`src/rtl/qc_ldpc_bitflip_decoder_if.sv`:
```
`default_nettype none
// ============================================================================
// Module      : qc_ldpc_bitflip_decoder_if
// Description : Handshake / data bundle for the QC-LDPC bit-flipping decoder.
//               The master drives the received bit stream and the circulant
//               first rows; the slave (decoder) returns status and the word.
// Revision    : 1.0 - initial release
// ============================================================================
interface qc_ldpc_bitflip_decoder_if;
    logic        start;
    logic        data_valid;
    logic        data_in;
    logic [31:0] H_row_1;
    logic [31:0] H_row_2;
    logic        busy;
    logic        done;
    logic        success;
    logic [3:0]  iter_count;
    logic [63:0] decoded_word;

    modport master (
        output start, data_valid, data_in, H_row_1, H_row_2,
        input  busy, done, success, iter_count, decoded_word
    );

    modport slave (
        input  start, data_valid, data_in, H_row_1, H_row_2,
        output busy, done, success, iter_count, decoded_word
    );
endinterface
`default_nettype wire

```
`src/rtl/qc_ldpc_bitflip_decoder.sv`:
```
`default_nettype none
// ============================================================================
// Module      : qc_ldpc_bitflip_decoder
// Description : Hard-decision Gallager bit-flipping decoder for the 64-bit
//               two-circulant QC-LDPC code H = [C1 | C2]. Loads the word
//               bit-serially while accumulating the syndrome, then runs
//               serial flip sweeps until the syndrome clears or MAX_ITER
//               sweeps have been spent.
//               Optional feature macro: QC_LDPC_DEC_EARLY_EXIT_EN - end a
//               sweep as soon as a flip drives the syndrome to zero.
// Revision    : 1.0 - initial release
// ============================================================================
module qc_ldpc_bitflip_decoder #(
    parameter int MAX_ITER    = 8,
    parameter int FLIP_THRESH = 2
) (
    input  logic                     clk,
    input  logic                     reset,
    qc_ldpc_bitflip_decoder_if.slave bus
);

    localparam logic [2:0] c_ST_IDLE  = 3'd0;
    localparam logic [2:0] c_ST_LOAD  = 3'd1;
    localparam logic [2:0] c_ST_CHECK = 3'd2;
    localparam logic [2:0] c_ST_FLIP  = 3'd3;
    localparam logic [2:0] c_ST_DONE  = 3'd4;

    localparam logic [3:0] c_MAX_ITER = 4'(MAX_ITER);
    localparam logic [5:0] c_THRESH   = 6'(FLIP_THRESH);
    localparam logic [5:0] c_LAST_BIT = 6'd63;

    logic [2:0]  r_state;
    logic [5:0]  r_index;
    logic [31:0] r_syndrome;
    logic [63:0] r_word;
    logic [3:0]  r_iter;
    logic        r_busy;
    logic        r_done;
    logic        r_success;

    logic [31:0] w_row;
    logic [31:0] w_col;
    logic [31:0] w_hits;
    logic [31:0] w_syn_toggled;
    logic [5:0]  w_cnt;
    logic        w_flip;
    logic        w_sweep_end;

    // The current bit index selects which circulant supplies its column.
    assign w_row = r_index[5] ? bus.H_row_2 : bus.H_row_1;

    // Column m of a circulant is its first row read backwards from bit m,
    // so check r of the column is row bit (m - r) mod 32.
    generate
        for (genvar r = 0; r < 32; r++) begin : g_col
            assign w_col[r] = w_row[r_index[4:0] - 5'(r)];
        end
    endgenerate

    assign w_hits        = r_syndrome & w_col;
    assign w_syn_toggled = r_syndrome ^ w_col;

    // Count of unsatisfied checks touching the current bit.
    always_comb begin
        w_cnt = 6'd0;
        for (int i = 0; i < 32; i++) begin
            w_cnt = w_cnt + 6'(w_hits[i]);
        end
    end

    assign w_flip = (w_cnt >= c_THRESH);

`ifdef QC_LDPC_DEC_EARLY_EXIT_EN
    // A flip that clears the syndrome makes the rest of the sweep pointless.
    assign w_sweep_end = (r_index == c_LAST_BIT) || (w_flip && (w_syn_toggled == 32'd0));
`else
    assign w_sweep_end = (r_index == c_LAST_BIT);
`endif

    // Decoder control FSM together with its datapath and registered outputs.
    always_ff @(posedge clk) begin
        if (reset) begin
            r_state    <= c_ST_IDLE;
            r_index    <= 6'd0;
            r_syndrome <= 32'd0;
            r_word     <= 64'd0;
            r_iter     <= 4'd0;
            r_busy     <= 1'b0;
            r_done     <= 1'b0;
            r_success  <= 1'b0;
        end else begin
            r_done <= 1'b0;
            case (r_state)
                c_ST_IDLE, c_ST_DONE: begin
                    if (bus.start) begin
                        r_state    <= c_ST_LOAD;
                        r_busy     <= 1'b1;
                        r_success  <= 1'b0;
                        r_iter     <= 4'd0;
                        r_word     <= 64'd0;
                        r_syndrome <= 32'd0;
                        r_index    <= 6'd0;
                    end else begin
                        r_state <= c_ST_IDLE;
                    end
                end
                c_ST_LOAD: begin
                    if (bus.data_valid) begin
                        r_word[r_index] <= bus.data_in;
                        if (bus.data_in) begin
                            r_syndrome <= w_syn_toggled;
                        end
                        r_index <= r_index + 6'd1;
                        if (r_index == c_LAST_BIT) begin
                            r_state <= c_ST_CHECK;
                        end
                    end
                end
                c_ST_CHECK: begin
                    if (r_syndrome == 32'd0) begin
                        r_state   <= c_ST_DONE;
                        r_success <= 1'b1;
                        r_done    <= 1'b1;
                        r_busy    <= 1'b0;
                    end else if (r_iter == c_MAX_ITER) begin
                        r_state   <= c_ST_DONE;
                        r_success <= 1'b0;
                        r_done    <= 1'b1;
                        r_busy    <= 1'b0;
                    end else begin
                        r_state <= c_ST_FLIP;
                        r_index <= 6'd0;
                    end
                end
                c_ST_FLIP: begin
                    if (w_flip) begin
                        r_word[r_index] <= ~r_word[r_index];
                        r_syndrome      <= w_syn_toggled;
                    end
                    r_index <= r_index + 6'd1;
                    if (w_sweep_end) begin
                        r_iter  <= r_iter + 4'd1;
                        r_state <= c_ST_CHECK;
                    end
                end
                default: begin
                    r_state <= c_ST_IDLE;
                    r_busy  <= 1'b0;
                end
            endcase
        end
    end

    assign bus.busy         = r_busy;
    assign bus.done         = r_done;
    assign bus.success      = r_success;
    assign bus.iter_count   = r_iter;
    assign bus.decoded_word = r_word;

endmodule
`default_nettype wire

```
`src/flat_wrapper.sv`:
```
// flat-port wrapper written by rule: the top's interface ports become plain ports
module qc_ldpc_bitflip_decoder_flat 
#(
    parameter int MAX_ITER    = 8,
    parameter int FLIP_THRESH = 2
)
  (clk, reset, bus_start, bus_data_valid, bus_data_in, bus_H_row_1, bus_H_row_2, bus_busy, bus_done, bus_success, bus_iter_count, bus_decoded_word);
  qc_ldpc_bitflip_decoder_if bus_i ();
  input  logic clk;
  input  logic reset;
  input wire logic [$bits(bus_i.start)-1:0] bus_start;
  input wire logic [$bits(bus_i.data_valid)-1:0] bus_data_valid;
  input wire logic [$bits(bus_i.data_in)-1:0] bus_data_in;
  input wire logic [$bits(bus_i.H_row_1)-1:0] bus_H_row_1;
  input wire logic [$bits(bus_i.H_row_2)-1:0] bus_H_row_2;
  output wire logic [$bits(bus_i.busy)-1:0] bus_busy;
  output wire logic [$bits(bus_i.done)-1:0] bus_done;
  output wire logic [$bits(bus_i.success)-1:0] bus_success;
  output wire logic [$bits(bus_i.iter_count)-1:0] bus_iter_count;
  output wire logic [$bits(bus_i.decoded_word)-1:0] bus_decoded_word;
  assign bus_i.start = bus_start;
  assign bus_i.data_valid = bus_data_valid;
  assign bus_i.data_in = bus_data_in;
  assign bus_i.H_row_1 = bus_H_row_1;
  assign bus_i.H_row_2 = bus_H_row_2;
  assign bus_busy = bus_i.busy;
  assign bus_done = bus_i.done;
  assign bus_success = bus_i.success;
  assign bus_iter_count = bus_i.iter_count;
  assign bus_decoded_word = bus_i.decoded_word;
  qc_ldpc_bitflip_decoder #(.MAX_ITER(MAX_ITER), .FLIP_THRESH(FLIP_THRESH)) u_core (.clk(clk), .reset(reset), .bus(bus_i));
endmodule
```
`config.mk`:
```
export PLATFORM = sky130hd
export DESIGN_NAME = qc_ldpc_bitflip_decoder_flat
export DESIGN_NICKNAME = d
export VERILOG_FILES = /design/src/rtl/qc_ldpc_bitflip_decoder_if.sv /design/src/rtl/qc_ldpc_bitflip_decoder.sv /design/src/flat_wrapper.sv
export SDC_FILE = /design/constraint.sdc
export NUM_CORES = 1
export LEC_CHECK = 0
export ABC_AREA = 1
export BUFFER_PORTS_ARGS = -buffer_cell sky130_fd_sc_hd__clkbuf_2
export CORE_MARGIN = 2
export CORE_UTILIZATION = 35
export CTS_CLUSTER_SIZE = 8
export DETAILED_ROUTE_END_ITERATION = 8
export GPL_ROUTABILITY_DRIVEN = 1
export SYNTH_ARGS = -nofsm -noshare
export SYNTH_HDL_FRONTEND = slang
export SYNTH_SLANG_ARGS = --single-unit
```
`constraint.sdc`:
```
create_clock -name clk -period 16.02 [get_ports clk]
set_input_delay 0 -clock clk [delete_from_list [all_inputs] [get_ports clk]]
set_output_delay 0 -clock clk [all_outputs]
set_load 0.05 [all_outputs]
```
-- Word level (Yosys, flattened, before mapping)
Index checks and enable logic that the tools add are counted.
- register bits: 112
- bits of input ports: 69
- output and inout port bits: 71
- logic and storage cells: 245
- add/sub/neg operators: 64
- $lt $le $gt $ge: 35
- eq/ne operators: 14
- multiplexer cells: 103
- bitwise operators: 5
- reductions and logical operators: 16
- operators by type and width (operator ; count):
    5-bit by 6-bit less-than comparator with 1-bit output (second input constant) ; 32
    64-bit two-way mux ; 3
    64-bit one-hot mux with 3 select lines ; 1
    6-bit by 1-bit adder with 6-bit output ; 30
    1-bit binary-select mux with 5-bit select ; 32
    32-bit two-way mux ; 5
    64-bit bitwise mux ; 2
    32-bit one-hot mux with 3 select lines ; 1
    5-bit subtractor (second input constant) ; 16
    1-bit two-way mux ; 42
    5-bit by 4-bit subtractor with 5-bit output (second input constant) ; 8
    32-bit AND ; 1
    32-bit zero test ; 1
    32-bit bitwise XOR ; 1
    6-bit two-way mux ; 4
    6-bit one-hot mux with 4 select lines ; 1
    5-bit by 3-bit subtractor with 5-bit output (second input constant) ; 4
    3-bit two-way mux ; 4
    3-bit one-hot mux with 4 select lines ; 1
    2-bit != test (second input constant) ; 5
    5-bit AND reduction ; 2
    5-bit by 2-bit subtractor with 5-bit output (second input constant) ; 2
    3-bit AND reduction ; 3
    4-bit two-way mux ; 2
    other kinds (27) ; 34

-- Longest topological paths before layout
- depth in word-level cells: 38
- depth in mapped cells: 40
- depth with buffers taken out: 36

-- Worst setup path before layout
Ideal clock, no wire load.
- path type: register to register
- start: reg u_core.r_index[2]
- end: reg u_core.r_word[2] (netlist: u_core.bus.decoded_word[2])
- setup time: 120 ps
- arrival time: 7733 ps
- required time: 15900 ps
- path slack: 8167 ps
- cell stages (with the launch flop): 35
- buffers on the path: 4
- period minus slack after synthesis: 7853 ps
- cell sequence: dfxtp_1 buf_2 clkinv_1 clkbuf_1 ha_1 nor2_1 or2_2 inv_1 a21oi_1 inv_1 nand3_1 nand2_1 nand2_1 nand2_1 ha_1 ha_1 inv_1 fa_1 fa_1 fa_1 fa_1 fa_1 inv_1 fa_1 inv_1 fa_1 fa_1 nor3b_1 nand4_1 nand2_2 inv_2 buf_2 buf_2 o21ai_0 a21oi_1
- longest elaborated chain between the ends: 38
- elaborated cells between the ends (all ways): 143
- classes of those cells: add/sub (62); order compare (3); eq/ne (1); mux (73); bitwise (2); reduce/logical (2)
- ends and longest elaborated chain (element ; line ; source):
    from (decl) ; qc_ldpc_bitflip_decoder.sv:33 ; logic [5:0] r_index;
    from (signal assigned) ; qc_ldpc_bitflip_decoder.sv:113 ; r_index <= r_index + 6'd1;
    from (signal assigned) ; qc_ldpc_bitflip_decoder.sv:140 ; r_index <= r_index + 6'd1;
    5-bit by 1-bit subtractor with 5-bit output ; qc_ldpc_bitflip_decoder.sv:56 ; assign w_col[r] = w_row[r_index[4:0] - 5'(r)];
    1-bit binary-select mux with 5-bit select ; qc_ldpc_bitflip_decoder.sv:56 ;
    1-bit two-way mux (not written as such) ; qc_ldpc_bitflip_decoder.sv:56 ;
    32-bit AND ; qc_ldpc_bitflip_decoder.sv:60 ; assign w_hits = r_syndrome & w_col;
    1-bit by 1-bit adder with 2-bit output ; qc_ldpc_bitflip_decoder.sv:67 ; w_cnt = w_cnt + 6'(w_hits[i]);
    6-bit by 1-bit adder with 6-bit output (30 in series) ; qc_ldpc_bitflip_decoder.sv:67 ;
    6-bit by 2-bit greater-or-equal comparator with 1-bit output ; qc_ldpc_bitflip_decoder.sv:71 ; assign w_flip = (w_cnt >= c_THRESH);
    2-bit by 1-bit != test with 1-bit output (no line) ; n/a ;
    4-bit AND reduction (no line) ; n/a ;
    to (signal, indexed assignment) ; qc_ldpc_bitflip_decoder.sv:109 ; r_word[r_index] <= bus.data_in;
    to (signal, indexed assignment) ; qc_ldpc_bitflip_decoder.sv:137 ; r_word[r_index] <= ~r_word[r_index];
    to (decl) ; qc_ldpc_bitflip_decoder.sv:35 ; logic [63:0] r_word;
Parallel ways exist; a longest one is shown, timed or not. The select of a mux whose other input is x is not followed.
A chain may end at the register's enable or synchronous reset.

-- Worst setup path after layout
- start: reg u_core.r_index[5]
- end: reg u_core.r_syndrome[0]
- longest elaborated chain between the ends: 38
- elaborated cells between the ends (all ways): 105
- classes of those cells: add/sub (31); order compare (1); eq/ne (1); mux (69); bitwise (2); reduce/logical (1)
- ends and longest elaborated chain (element ; line ; source):
    32-bit two-way mux (*) ; qc_ldpc_bitflip_decoder.sv:50 ; assign w_row = r_index[5] ? bus.H_row_2 : bus.H_row_1;
    1-bit binary-select mux with 5-bit select ; qc_ldpc_bitflip_decoder.sv:56 ;
    1-bit two-way mux (not written as such) ; qc_ldpc_bitflip_decoder.sv:56 ;
    32-bit AND ; qc_ldpc_bitflip_decoder.sv:60 ;
    1-bit by 1-bit adder with 2-bit output ; qc_ldpc_bitflip_decoder.sv:67 ;
    6-bit by 1-bit adder with 6-bit output (30 in series) ; qc_ldpc_bitflip_decoder.sv:67 ;
    6-bit by 2-bit greater-or-equal comparator with 1-bit output ; qc_ldpc_bitflip_decoder.sv:71 ;
    2-bit by 1-bit != test with 1-bit output (no line) ; n/a ;
    5-bit AND reduction (no line) ; n/a ;
    to (signal assigned) ; qc_ldpc_bitflip_decoder.sv:111 ; r_syndrome <= w_syn_toggled;
    to (signal assigned) ; qc_ldpc_bitflip_decoder.sv:138 ; r_syndrome <= w_syn_toggled;
    to (decl) ; qc_ldpc_bitflip_decoder.sv:34 ; logic [31:0] r_syndrome;
Mark *: on every way between the ends. The rest lies on a longest branch, timed or not. The select of a mux whose other input is x is not followed.

==> metrics.txt <==
status completed; Cell variety after synth 40; GRT Overall Usage 23.31%; Async SR Flop Fraction 0%; Starting Density a little over a third; Max Freq between 100 and 150 MHz; Storage cell area 0.002243 mm^2; Critical Path RT 16.25 ns; detailed placement HPWL roughly 27 mm; Final WS setup 6.073 ns; CP max FO between 60 and 70; area grow syn2layout 9.268%; Final Hold Fails 0; Worst Skew ~0.019 ns; diode count 0; fillers roughly 3400; Post-CTS Setup Inserts 0; core box area approximately 0.032 mm^2; top cells by area, synth dfxtp_1 (20%), nand2_1 (17%), nor2_1 (9.6%), nand3_1 (7.3%), a21oi_1 (7.0%); Final Max Tran Viols 0; Syn Std Cell Area 0.01122 mm^2; warnings from Yosys 0; Synth Area per Inst roughly 5.9 um^2; Seq pwr share a little under a fifth; MaxCap Viol Count 0; Post-CTS Resized 0; Leak 5.465 nW; Max-slew headroom between 20% and 30%; Setup TNS 0 ns; clock sinks approximately 110; Int Power around 1.1 mW; total CTS buffers 9; cell count after synthesis between 1500 and 2000; Critical Path Max Stage Delay between 0.6 and 0.7 ns; Die H 183.0 um; WP data arrival ~10 ns; Root Buffer clkbuf_16; share of cells above drive strength 1 between 10% and 20%; Yosys top cell area share 19.98%; via/cell ratio roughly 5.4; most frequent cells after synthesis nand2_1 (495), nor2_1 (288), inv_1 (173); Yosys reg bits about 110; post-synth top area cell dfxtp_1; GP Congestion approximately 0.9; crit path capture type flop; Syn Nets slightly above 2000; Die X around 180 um; Clock Power Share under 10%; CP Class flop to flop; largest net degree at the start of global routing 80; Hold Path Depth 5; top-count cell post-synth nand2_1; initial antenna violation count 0; final setup fails 0; Sw Share ~60%; Longest Clk Path Bufs 2; first-pass GRT wire length approximately 63 mm; Die Footprint 0.03350 mm^2; Pre-antenna DRT Iters 5; initial DRC count 1113; hold crit path type input pin to flop; RSZ-0062 raised after global routing no; routed via count roughly 13000; r2r worst-path depth 33; grt ovf 0; Row Count 65; Multi-input gate area 0.007729 mm^2; Post-Route WL 39.77 mm; pre-CTS WS 6.118 ns; wire per inst 16.85 um; VDD IR max 0.0001032 V; I/O pins 140; antenna-violating nets left 0; Comb pwr share roughly 73%; nets approximately 2100; clk_lat worst skew approximately 0.38 ns; Worst-Margin Slew roughly 1.1 ns; drt drc 0; CP Launch Type flop; CP max-delay cell buf_4; Crit path top cell by count fa_1; clk slew on worst S/H paths around 0.080 ns; Power Density between 200 and 250 mW/mm^2; EDFF count, synth 0; H-Tree Level Count 3; post-layout min period approximately 10 ns; Most used DFF post-synth dfxtp_1; CTS tree yes; switching pwr between 1.5 and 2 mW; Seq/Total Area, Yosys approximately a fifth; vias in the first global route 11640; Tcrit/Tclk final slightly above 60%; Port Buf Inserts approximately 140
## sequential cells by signal (all words and copies together), names as in the netlist
signal / count
u_core.bus.decoded_word: 64
u_core.bus.done: 1
u_core.r_index: 6
u_core.bus.iter_count: 4
u_core.r_state: 3
u_core.bus.success: 1
u_core.bus.busy: 1
u_core.r_syndrome: 32
## cell type report
cell class,count,share of cell area [%]
clock buffer,11,2.062
clock inverter,5,0.3266
inverter,184,5.675
multi-input combinational,1494,63.04
sequential,112,18.30
tap,402,4.103
timing repair buffer,152,6.491
## power groups by stage
stage | sequential [mW] | combinational, mW | clock, mW
2_1_floorplan | 0.692 | 1.28 | 0
3_3_place_gp | 0.492 | 1.93 | 0
3_5_place_dp | 0.492 | 1.95 | 0
4_1_cts | 0.487 | 1.96 | 0.240
5_1_grt | 0.503 | 2.19 | 0.249
6_report | 0.489 | 1.96 | 0.237
## kinds of logic after synthesis
group                      count (synthesis)  share of synthesized area (%)
and+or+nand+nor                         1000                          36.71
AOI/OAI and AO/OA                        400                          20.49
buffers and inverters                    287                          11.13
DFF                                      112                          19.98
adders and majority gates                 80                          10.53
xor gates and xnor gates                  14                          1.160
## layer usage
layer | part of all wire [%] | up-vias | global-route usage, %
met5 | 0 | - | 0
met4 | 2.5 | 0 | 7.680
met3 | 6.7 | 58 | 2.740
met2 | 46 | 505 | 38.12
met1 | 45 | 5864 | 31.93
li1 | - | 6308 | -
## final timing paths
path | start | endpoint | slack, ns
min | bus_data_valid | u_core.r_state[1] | 0.14
max | u_core.r_index[5] | u_core.r_syndrome[0] | 6.07
min reg2reg | u_core.r_syndrome[13] | u_core.r_syndrome[13] | 0.48
max reg2reg | u_core.r_index[5] | u_core.r_syndrome[0] | 6.07
## layout by cell type, fill, tap and decap left out, types with 2 or more instances in the layout
cell type	n
nand3_1	163
inv_6	2
a21oi_1	156
inv_2	8
clkinv_1	4
nor3_1	4
a211oi_1	44
xor2_1	11
nor2_1	288
xnor2_1	2
clkinv_4	3
dfxtp_1	111
nand2_2	4
o21ai_1	62
o211ai_1	64
nor2_2	3
o21ai_0	65
clkbuf_16	9
fa_1	24
or2_2	33
inv_1	171
clkbuf_8	2
clkbuf_2	139
buf_4	12
nand2_1	495
ha_1	56
nand4_1	3
o21a_1	5
## worst max-delay path: cells and delay by family (launching register included)
family | cells | cell delay [ns]
AO/OA/AOI/OAI | 3 | 0.62
adder cells (fa/ha/maj) | 10 | 4.53
flip-flops | 1 | 0.31
AND/OR/NAND/NOR | 12 | 2.09
buffers and inverters | 8 | 2.15
## timing repair
| item | 4_1_cts | 5_1_grt |
|---|---|---|
| hold endpoints to repair | 1 | 0 |
| hold buffers | 1 | 0 |
| setup endpoints to repair | 0 | 0 |
## metrics by stage
| step | instances | util (%) | hold WS, ns | total power [mW] | area, um^2 |
|---|---|---|---|---|---|
| 4_1_cts | 2360 | 38.85 | 0.1214 | 2.684 | 12260 |
| 2_1_floorplan | 1893 | - | 0.1564 | 1.974 | 11220 |
| 5_1_grt | 2360 | 38.85 | 0.2041 | 2.944 | 12260 |
| 3_5_place_dp | 2343 | 37.89 | 0.3216 | 2.438 | 11960 |
| 6_report | 2360 | 38.85 | 0.1396 | 2.685 | 12260 |
| 3_3_place_gp | 2343 | 37.89 | 0.3226 | 2.418 | 11960 |
(Power assumes the default switching activity.)
